## config.mk

```make
export PLATFORM = sky130hd
export DESIGN_NAME = somador_serial_param_flat
export DESIGN_NICKNAME = d
export VERILOG_FILES = /design/src/rtl/somador_serial_param_if.sv /design/src/rtl/somador_serial_param.sv /design/src/flat_wrapper.sv
export SDC_FILE = /design/constraint.sdc
export NUM_CORES = 1
export LEC_CHECK = 0
export CAP_MARGIN = 10
export CORE_UTILIZATION = 50
export DETAILED_ROUTE_END_ITERATION = 8
export DONT_BUFFER_PORTS = 1
export GPL_TIMING_DRIVEN = 0
export PLACE_DENSITY = 0.74
export SLEW_MARGIN = 15
export SYNTH_ARGS = -nofsm -noshare
export SYNTH_HDL_FRONTEND = slang
export SYNTH_SLANG_ARGS = --single-unit
```

## constraint.sdc

```tcl
create_clock -name clk -period 2.5 [get_ports clk]
set_clock_uncertainty 0.1 [all_clocks]
set_input_delay 0.125 -clock clk [delete_from_list [all_inputs] [get_ports clk]]
set_output_delay 0.125 -clock clk [all_outputs]
set_load 0.02 [all_outputs]
```

## src/rtl/somador_serial_param_if.sv

```systemverilog
`default_nettype none
// ============================================================================
//  Module      : somador_serial_param_if
//  Description : Start/busy/done handshake and operand/result bus of the
//                digit-serial adder/subtractor.
//  Revision    : 1.0 - initial release
// ============================================================================
interface somador_serial_param_if #(
    parameter int WIDTH = 16
) ();
    logic             start;
    logic             sub;
    logic [WIDTH-1:0] aa;
    logic [WIDTH-1:0] bb;
    logic             ccin;
    logic             busy;
    logic             done;
    logic [WIDTH-1:0] ss;
    logic             ccout;
    logic             ovf;

    // Requester side: issues operations and observes results
    modport master (
        output start, sub, aa, bb, ccin,
        input  busy, done, ss, ccout, ovf
    );

    // Adder side: accepts operations and produces results
    modport slave (
        input  start, sub, aa, bb, ccin,
        output busy, done, ss, ccout, ovf
    );
endinterface
`default_nettype wire

```

## src/rtl/somador_serial_param.sv

```systemverilog
`default_nettype none
// ============================================================================
//  Module      : somador_serial_param
//  Description : Digit-serial WIDTH-bit adder/subtractor. Processes DIGIT bits
//                per clock through one registered carry, LSB digit first,
//                wrapped in a start/busy/done handshake.
//  Revision    : 1.0 - initial release
// ============================================================================
module somador_serial_param #(
    parameter int WIDTH = 16,
    parameter int DIGIT = 4
) (
    input  wire logic            clk,
    input  wire logic            rst,
    somador_serial_param_if.slave bus
);
    localparam int STEPS = WIDTH / DIGIT;
    localparam int CNT_W = $clog2(STEPS) + 1;
    localparam logic [CNT_W-1:0] C_LAST = CNT_W'(STEPS - 1);

    typedef enum logic [0:0] {
        IDLE = 1'b0,
        RUN  = 1'b1
    } state_t;

    state_t             r_state;
    state_t             w_state_next;
    logic               w_accept;
    logic               w_last;
    logic [CNT_W-1:0]   r_cnt;
    logic [WIDTH-1:0]   r_a;
    logic [WIDTH-1:0]   r_b;
    logic               r_a_msb;
    logic               r_b_msb;
    logic               r_carry;
    logic [DIGIT:0]     w_dsum;
    logic [WIDTH-1:0]   w_acc_next;
    logic [WIDTH-1:0]   r_ss;
    logic               r_ccout;
    logic               r_ovf;
    logic               r_done;

    assign w_accept = (r_state == IDLE) && bus.start;
    assign w_last   = (r_state == RUN) && (r_cnt == C_LAST);

    // One digit of A plus B' plus the stored carry; bit DIGIT is the carry-out
    assign w_dsum = {1'b0, r_a[DIGIT-1:0]} + {1'b0, r_b[DIGIT-1:0]}
                  + {{DIGIT{1'b0}}, r_carry};

    // Result assembly: new digit enters at the top, so after STEPS digits the
    // first (least significant) digit has reached bit 0.
    generate
        if (STEPS == 1) begin : g_single_step
            assign w_acc_next = w_dsum[DIGIT-1:0];
        end else begin : g_multi_step
            logic [WIDTH-1:0] r_acc;

            assign w_acc_next = {w_dsum[DIGIT-1:0], r_acc[WIDTH-1:DIGIT]};

            // Private shift register keeps partial sums off the ss output
            always_ff @(posedge clk or posedge rst) begin
                if (rst) begin
                    r_acc <= '0;
                end else if (r_state == RUN) begin
                    r_acc <= w_acc_next;
                end
            end
        end
    endgenerate

    // State register
    always_ff @(posedge clk or posedge rst) begin
        if (rst) begin
            r_state <= IDLE;
        end else begin
            r_state <= w_state_next;
        end
    end

    // Next-state: IDLE waits for start, RUN leaves after the last digit
    always_comb begin
        w_state_next = r_state;
        case (r_state)
            IDLE:    if (bus.start) w_state_next = RUN;
            RUN:     if (w_last)    w_state_next = IDLE;
            default: w_state_next = IDLE;
        endcase
    end

    // Operand capture, digit stepping and result publication
    always_ff @(posedge clk or posedge rst) begin
        if (rst) begin
            r_cnt   <= '0;
            r_a     <= '0;
            r_b     <= '0;
            r_a_msb <= 1'b0;
            r_b_msb <= 1'b0;
            r_carry <= 1'b0;
            r_ss    <= '0;
            r_ccout <= 1'b0;
            r_ovf   <= 1'b0;
            r_done  <= 1'b0;
        end else begin
            r_done <= 1'b0;
            if (w_accept) begin
                // Subtraction is A + ~B + 1; ccin then acts as a borrow-in
                r_a     <= bus.aa;
                r_b     <= bus.sub ? ~bus.bb : bus.bb;
                r_a_msb <= bus.aa[WIDTH-1];
                r_b_msb <= bus.sub ? ~bus.bb[WIDTH-1] : bus.bb[WIDTH-1];
                r_carry <= bus.ccin ^ bus.sub;
                r_cnt   <= '0;
            end else if (r_state == RUN) begin
                r_a     <= r_a >> DIGIT;
                r_b     <= r_b >> DIGIT;
                r_carry <= w_dsum[DIGIT];
                r_cnt   <= r_cnt + CNT_W'(1);
                if (w_last) begin
                    r_ss    <= w_acc_next;
                    r_ccout <= w_dsum[DIGIT];
                    r_ovf   <= (r_a_msb == r_b_msb) && (w_dsum[DIGIT-1] != r_a_msb);
                    r_done  <= 1'b1;
                end
            end
        end
    end

    assign bus.busy  = (r_state == RUN);
    assign bus.done  = r_done;
    assign bus.ss    = r_ss;
    assign bus.ccout = r_ccout;
    assign bus.ovf   = r_ovf;
endmodule
`default_nettype wire

```

## src/flat_wrapper.sv

```systemverilog
// flat-port wrapper written by rule: the top's interface ports become plain ports
module somador_serial_param_flat 
#(
    parameter int WIDTH = 16,
    parameter int DIGIT = 4
)
  (clk, rst, bus_start, bus_sub, bus_aa, bus_bb, bus_ccin, bus_busy, bus_done, bus_ss, bus_ccout, bus_ovf);
  somador_serial_param_if #(.WIDTH(WIDTH)) bus_i ();
  input  wire logic clk;
  input  wire logic rst;
  input wire logic [$bits(bus_i.start)-1:0] bus_start;
  input wire logic [$bits(bus_i.sub)-1:0] bus_sub;
  input wire logic [$bits(bus_i.aa)-1:0] bus_aa;
  input wire logic [$bits(bus_i.bb)-1:0] bus_bb;
  input wire logic [$bits(bus_i.ccin)-1:0] bus_ccin;
  output wire logic [$bits(bus_i.busy)-1:0] bus_busy;
  output wire logic [$bits(bus_i.done)-1:0] bus_done;
  output wire logic [$bits(bus_i.ss)-1:0] bus_ss;
  output wire logic [$bits(bus_i.ccout)-1:0] bus_ccout;
  output wire logic [$bits(bus_i.ovf)-1:0] bus_ovf;
  assign bus_i.start = bus_start;
  assign bus_i.sub = bus_sub;
  assign bus_i.aa = bus_aa;
  assign bus_i.bb = bus_bb;
  assign bus_i.ccin = bus_ccin;
  assign bus_busy = bus_i.busy;
  assign bus_done = bus_i.done;
  assign bus_ss = bus_i.ss;
  assign bus_ccout = bus_i.ccout;
  assign bus_ovf = bus_i.ovf;
  somador_serial_param #(.WIDTH(WIDTH), .DIGIT(DIGIT)) u_core (.clk(clk), .rst(rst), .bus(bus_i));
endmodule
```

==> run_results.csv <==
group,metric,value,unit
place,placed_cell_area,3280,µm²
floorplan,rows,28,
sta,worst_pin_slew,0.598,ns
floorplan,die_area,6650,µm²
cells_and_area,diodes,0,
worst_setup_path,r2r-end,"u_core.r_carry",
global_routing,grt_start_max_net_pins,43,
worst_setup_path,crit_path_max_fanout,2,
worst_setup_path,cp-end-kind,"flip-flop",
drt,via_count,2241,
cells_and_area,multi_input_area,1280,µm²
worst_setup_path,crit_chain,"inv_1 > fa_1 > fa_1 > nor2b_1 > o21a_1 > o21ai_0 > o21ai_0",
floorplan,core,6030,µm²
power_and_ir_drop,peakVddDrop,0.000620,V
drt,dr.pass1.iters,4,
logic_synthesis,netlist_top_cells_count,"dfrtp_1 (70), nand2_1 (49), o21ai_0 (47), mux2_2 (23), xnor2_1 (17)",
logic_synthesis,async_flop_share,1.00,
sta,max_slew_margin,0.601,
global_routing,grt_pass1_vias,2215,
power_and_ir_drop,p_clk_frac,0.192,
clock_network,cts_buffer_depth,2,
cells_and_area,fin_nets,376,
sta,rsz0062_at_grt,"false",
logic_synthesis,synthesis.area,3160,µm²
clock_network,cts_buffers,9,
power_and_ir_drop,switching_power,0.00160,W
logic_synthesis,synthCells,290,
drt,totalWireLength,6580,µm
logic_synthesis,synth_simple_gate_area_frac,0.0874,
logic_synthesis,synth_top_family_by_area,"multiplexers",
sta,period_needed,1.94,ns
power_and_ir_drop,power_leakage,1.68,nW
cells_and_area,fillCellCount,499,
logic_synthesis,synth.distinct_cells,29,
place,place_congestion,0.810,
sta,setup-violations-final,0,
power_and_ir_drop,p_sw_frac,0.373,
run,cap_viol_max_count,0,
global_routing,grt.overflow.total,0,
worst_setup_path,cp_data_required_time,2.66,ns
worst_setup_path,crit_buf_inv,1,
power_and_ir_drop,pwr-share-comb,0.306,
power_and_ir_drop,internal_power,0.00269,W
worst_setup_path,slowest_stage,"fa_1",
logic_synthesis,synth_compound_area_frac,0.101,
worst_setup_path,r2r_cells,7,
logic_synthesis,synth.ff_latch_count,70,
power_and_ir_drop,p_per_area,1140,nW/µm²
global_routing,track_usage,0.227,
drt,postRouteAntennaNets,0,
clock_network,insertion_delay,0.35,ns
sta,setup_tns,0,ns
global_routing,grt_pass1_wl,10800,µm
floorplan,start_util,0.525,
logic_synthesis,synth_top_area_share,0.554,
place,hpwl,4460,µm
clock_network,cts_tree,"built",
power_and_ir_drop,seqPwrFrac,0.503,
logic_synthesis,synth_area_leaders,"dfrtp_1 (55%), mux2_2 (8.2%), o21ai_0 (7.4%)",
floorplan,die_width,81.5,µm
sta,finalMaxSlewViolations,0,
cells_and_area,finalInstanceArea,3750,µm²
logic_synthesis,synth_mux_area_frac,0.133,
place,portBuffers,0,
logic_synthesis,yosys_most_used_dff,"dfrtp_1",
place,dp_slack,0.594,ns
clock_network,ctsResizeCount,0,
sta,setup_slack,0.556,ns
logic_synthesis,seq_area_frac_synth,0.554,
clock_network,numClockSinks,70,
clock_network,clk_pin_slew,0.07,ns
worst_setup_path,cpPeakStageDelay,0.46,ns
cells_and_area,layout-drive-gt1-share,0.143,
worst_setup_path,start_kind,"flip-flop",
run_status,outcome,"complete, no violations",
drt,wl_per_cell,16.1,µm
floorplan,die_h,81.5,µm
cells_and_area,regArea,1750,µm²
worst_setup_path,timing.rr.start,"u_core.r_carry",
min_path,hp-class,"input port to flip-flop",
sta,fmax,0.514,GHz
logic_synthesis,synth_area_leader_cell,"dfrtp_1",
sta,fin_crit_sh,0.778,
sta,hold_viol_final,0,
cells_and_area,area.growth.synth_to_final,18.7,%
logic_synthesis,synthesis.nets,334,
logic_synthesis,synthAdderAreaFrac,0.0324,
clock_network,cts_max_level,3,
floorplan,io_pins,57,
drt,drc,0,
logic_synthesis,synth.most_common_cell,"dfrtp_1",
worst_setup_path,arrival,2.11,ns
worst_setup_path,critPathLaunch,"u_core.r_carry",
worst_setup_path,path_delay_family,"adder cells",
worst_setup_path,crit_end,"u_core.r_carry",
logic_synthesis,synth-edff-count,0,
global_routing,antenna_found_initial,0,
drt,via_per_inst,5.47,
drt,drtIter0Drc,51,
worst_setup_path,r2r_slack,0.56,ns
logic_synthesis,yosysWarnings,0,
logic_synthesis,synthXorXnorAreaFrac,0.0526,
clock_network,cts_root_buf,"clkbuf_8",
worst_setup_path,critical_path_cell_count,7,
worst_setup_path,critPathKind,"flip-flop to flip-flop",
logic_synthesis,synth_area_per_cell,10.9,µm²
## how the worst min path moves through the flow
stage / endpoint / cells after the start / slack (ns) / start
after floorplan: u_core.r_a_msb / 1 / 0.18 / bus_aa[15]
after global placement: u_core.r_a_msb / 1 / 0.18 / bus_aa[15]
after detailed placement: u_core.g_multi_step.r_acc[5] / 1 / -0.1 / rst
after CTS: u_core.r_b[2] / 4 / 0.006 / bus_bb[2]
after global routing: u_core.r_b[9] / 4 / 0.01 / bus_bb[9]
final: u_core.r_b[9] / 4 / 0.03 / bus_bb[9]
## worst register-to-register path, cell delays in order, from the launching register on
cell	delay [ns]
dfrtp_1	0.37
inv_1	0.07
fa_1	0.46
fa_1	0.42
nor2b_1	0.15
o21a_1	0.13
o21ai_0	0.09
o21ai_0	0.09
## repair_timing
item                       4_1_cts  5_1_grt
buffers inserted                 0        0
hold buffers                    30        0
setup endpoints to repair        0        0
hold endpoints to repair       101        0
## logic make-up after synthesis
kind of cell,after synthesis
flops,70
fa+ha+maj,7
mux,39
buf+inv,28
compound gates,60
simple gates,67
xor+xnor,19
## flip-flops by register name, summed over array words and instances, names as in the netlist
signal,flops
u_core.r_carry,1
u_core.r_b_msb,1
u_core.bus.done,1
u_core.bus.busy,1
u_core.bus.ovf,1
u_core.r_b,16
u_core.r_cnt,3
u_core.bus.ccout,1
u_core.r_a,16
u_core.g_multi_step.r_acc,12
u_core.bus.ss,16
u_core.r_a_msb,1
## layout make-up
type / instances / share of cell area
Buffer: 18 / 0.0237
Clock buffer: 13 / 0.0450
Clock inverter: 1 / 0.00133
Inverter: 10 / 0.0107
Multi-Input combinational cell: 192 / 0.342
Sequential cell: 70 / 0.467
Tap cell: 75 / 0.0250
Timing Repair Buffer: 31 / 0.0853
## cell usage in the layout, fill, tap and decap left out
cell type | Yosys | routed
dfrtp_1 | 70 | 70
nand2_1 | 49 | 49
o21ai_0 | 47 | 47
dlygate4sd3_1 | 0 | 30
mux2_2 | 23 | 23
xnor2_1 | 17 | 17
mux2i_1 | 16 | 16
clkbuf_8 | 0 | 12
nor2_1 | 11 | 11
inv_1 | 10 | 9
buf_2 | 8 | 8
clkbuf_1 | 6 | 7
a21oi_1 | 5 | 5
ha_1 | 5 | 5
a211oi_1 | 4 | 4
xor2_1 | 2 | 2
buf_1 | 2 | 2
fa_1 | 2 | 2
buf_4 | 1 | 1
buf_6 | 1 | 1
nor2b_1 | 1 | 1
o21a_1 | 1 | 1
nand3_1 | 1 | 1
inv_4 | 0 | 1
nand3b_1 | 1 | 1
or4_1 | 1 | 1
nand4_1 | 1 | 1
a21boi_0 | 1 | 1
or4b_1 | 1 | 1
nand4b_1 | 1 | 1
a211o_1 | 1 | 1
o22ai_1 | 1 | 1
clkinv_2 | 0 | 1
buf_12 | 0 | 1
## metal layers
layer | vias up | part of all wire | GRT usage
li1 | 1062 | - | -
met1 | 1095 | 0.43 | 0.271
met2 | 73 | 0.49 | 0.358
met3 | 11 | 0.066 | 0.103
met4 | 0 | 0.015 | 0.0839
met5 | - | 0 | 0
## power by group through the flow
stage	Sequential [W]	Clock (W)	Combinational (W)
after CTS	0.00215	0.000834	0.00133
after global routing	0.00222	0.000895	0.00149
after global placement	0.00214	0	0.00121
after floorplan	0.00205	0	0.00101
final	0.00215	0.000821	0.00131
after detailed placement	0.00217	0	0.00128
## per-stage QoR
stage          instances  total power, W  utilization  hold slack (ns)
6_report             410         0.00428        0.623           0.0255
2_1_floorplan        290         0.00307            -            0.175
3_5_place_dp         366         0.00344        0.544          -0.0984
4_1_cts              410         0.00431        0.623          0.00592
3_3_place_gp         365         0.00335        0.540            0.177
5_1_grt              410         0.00461        0.623           0.0125
Power figures use the tool's default switching activity.
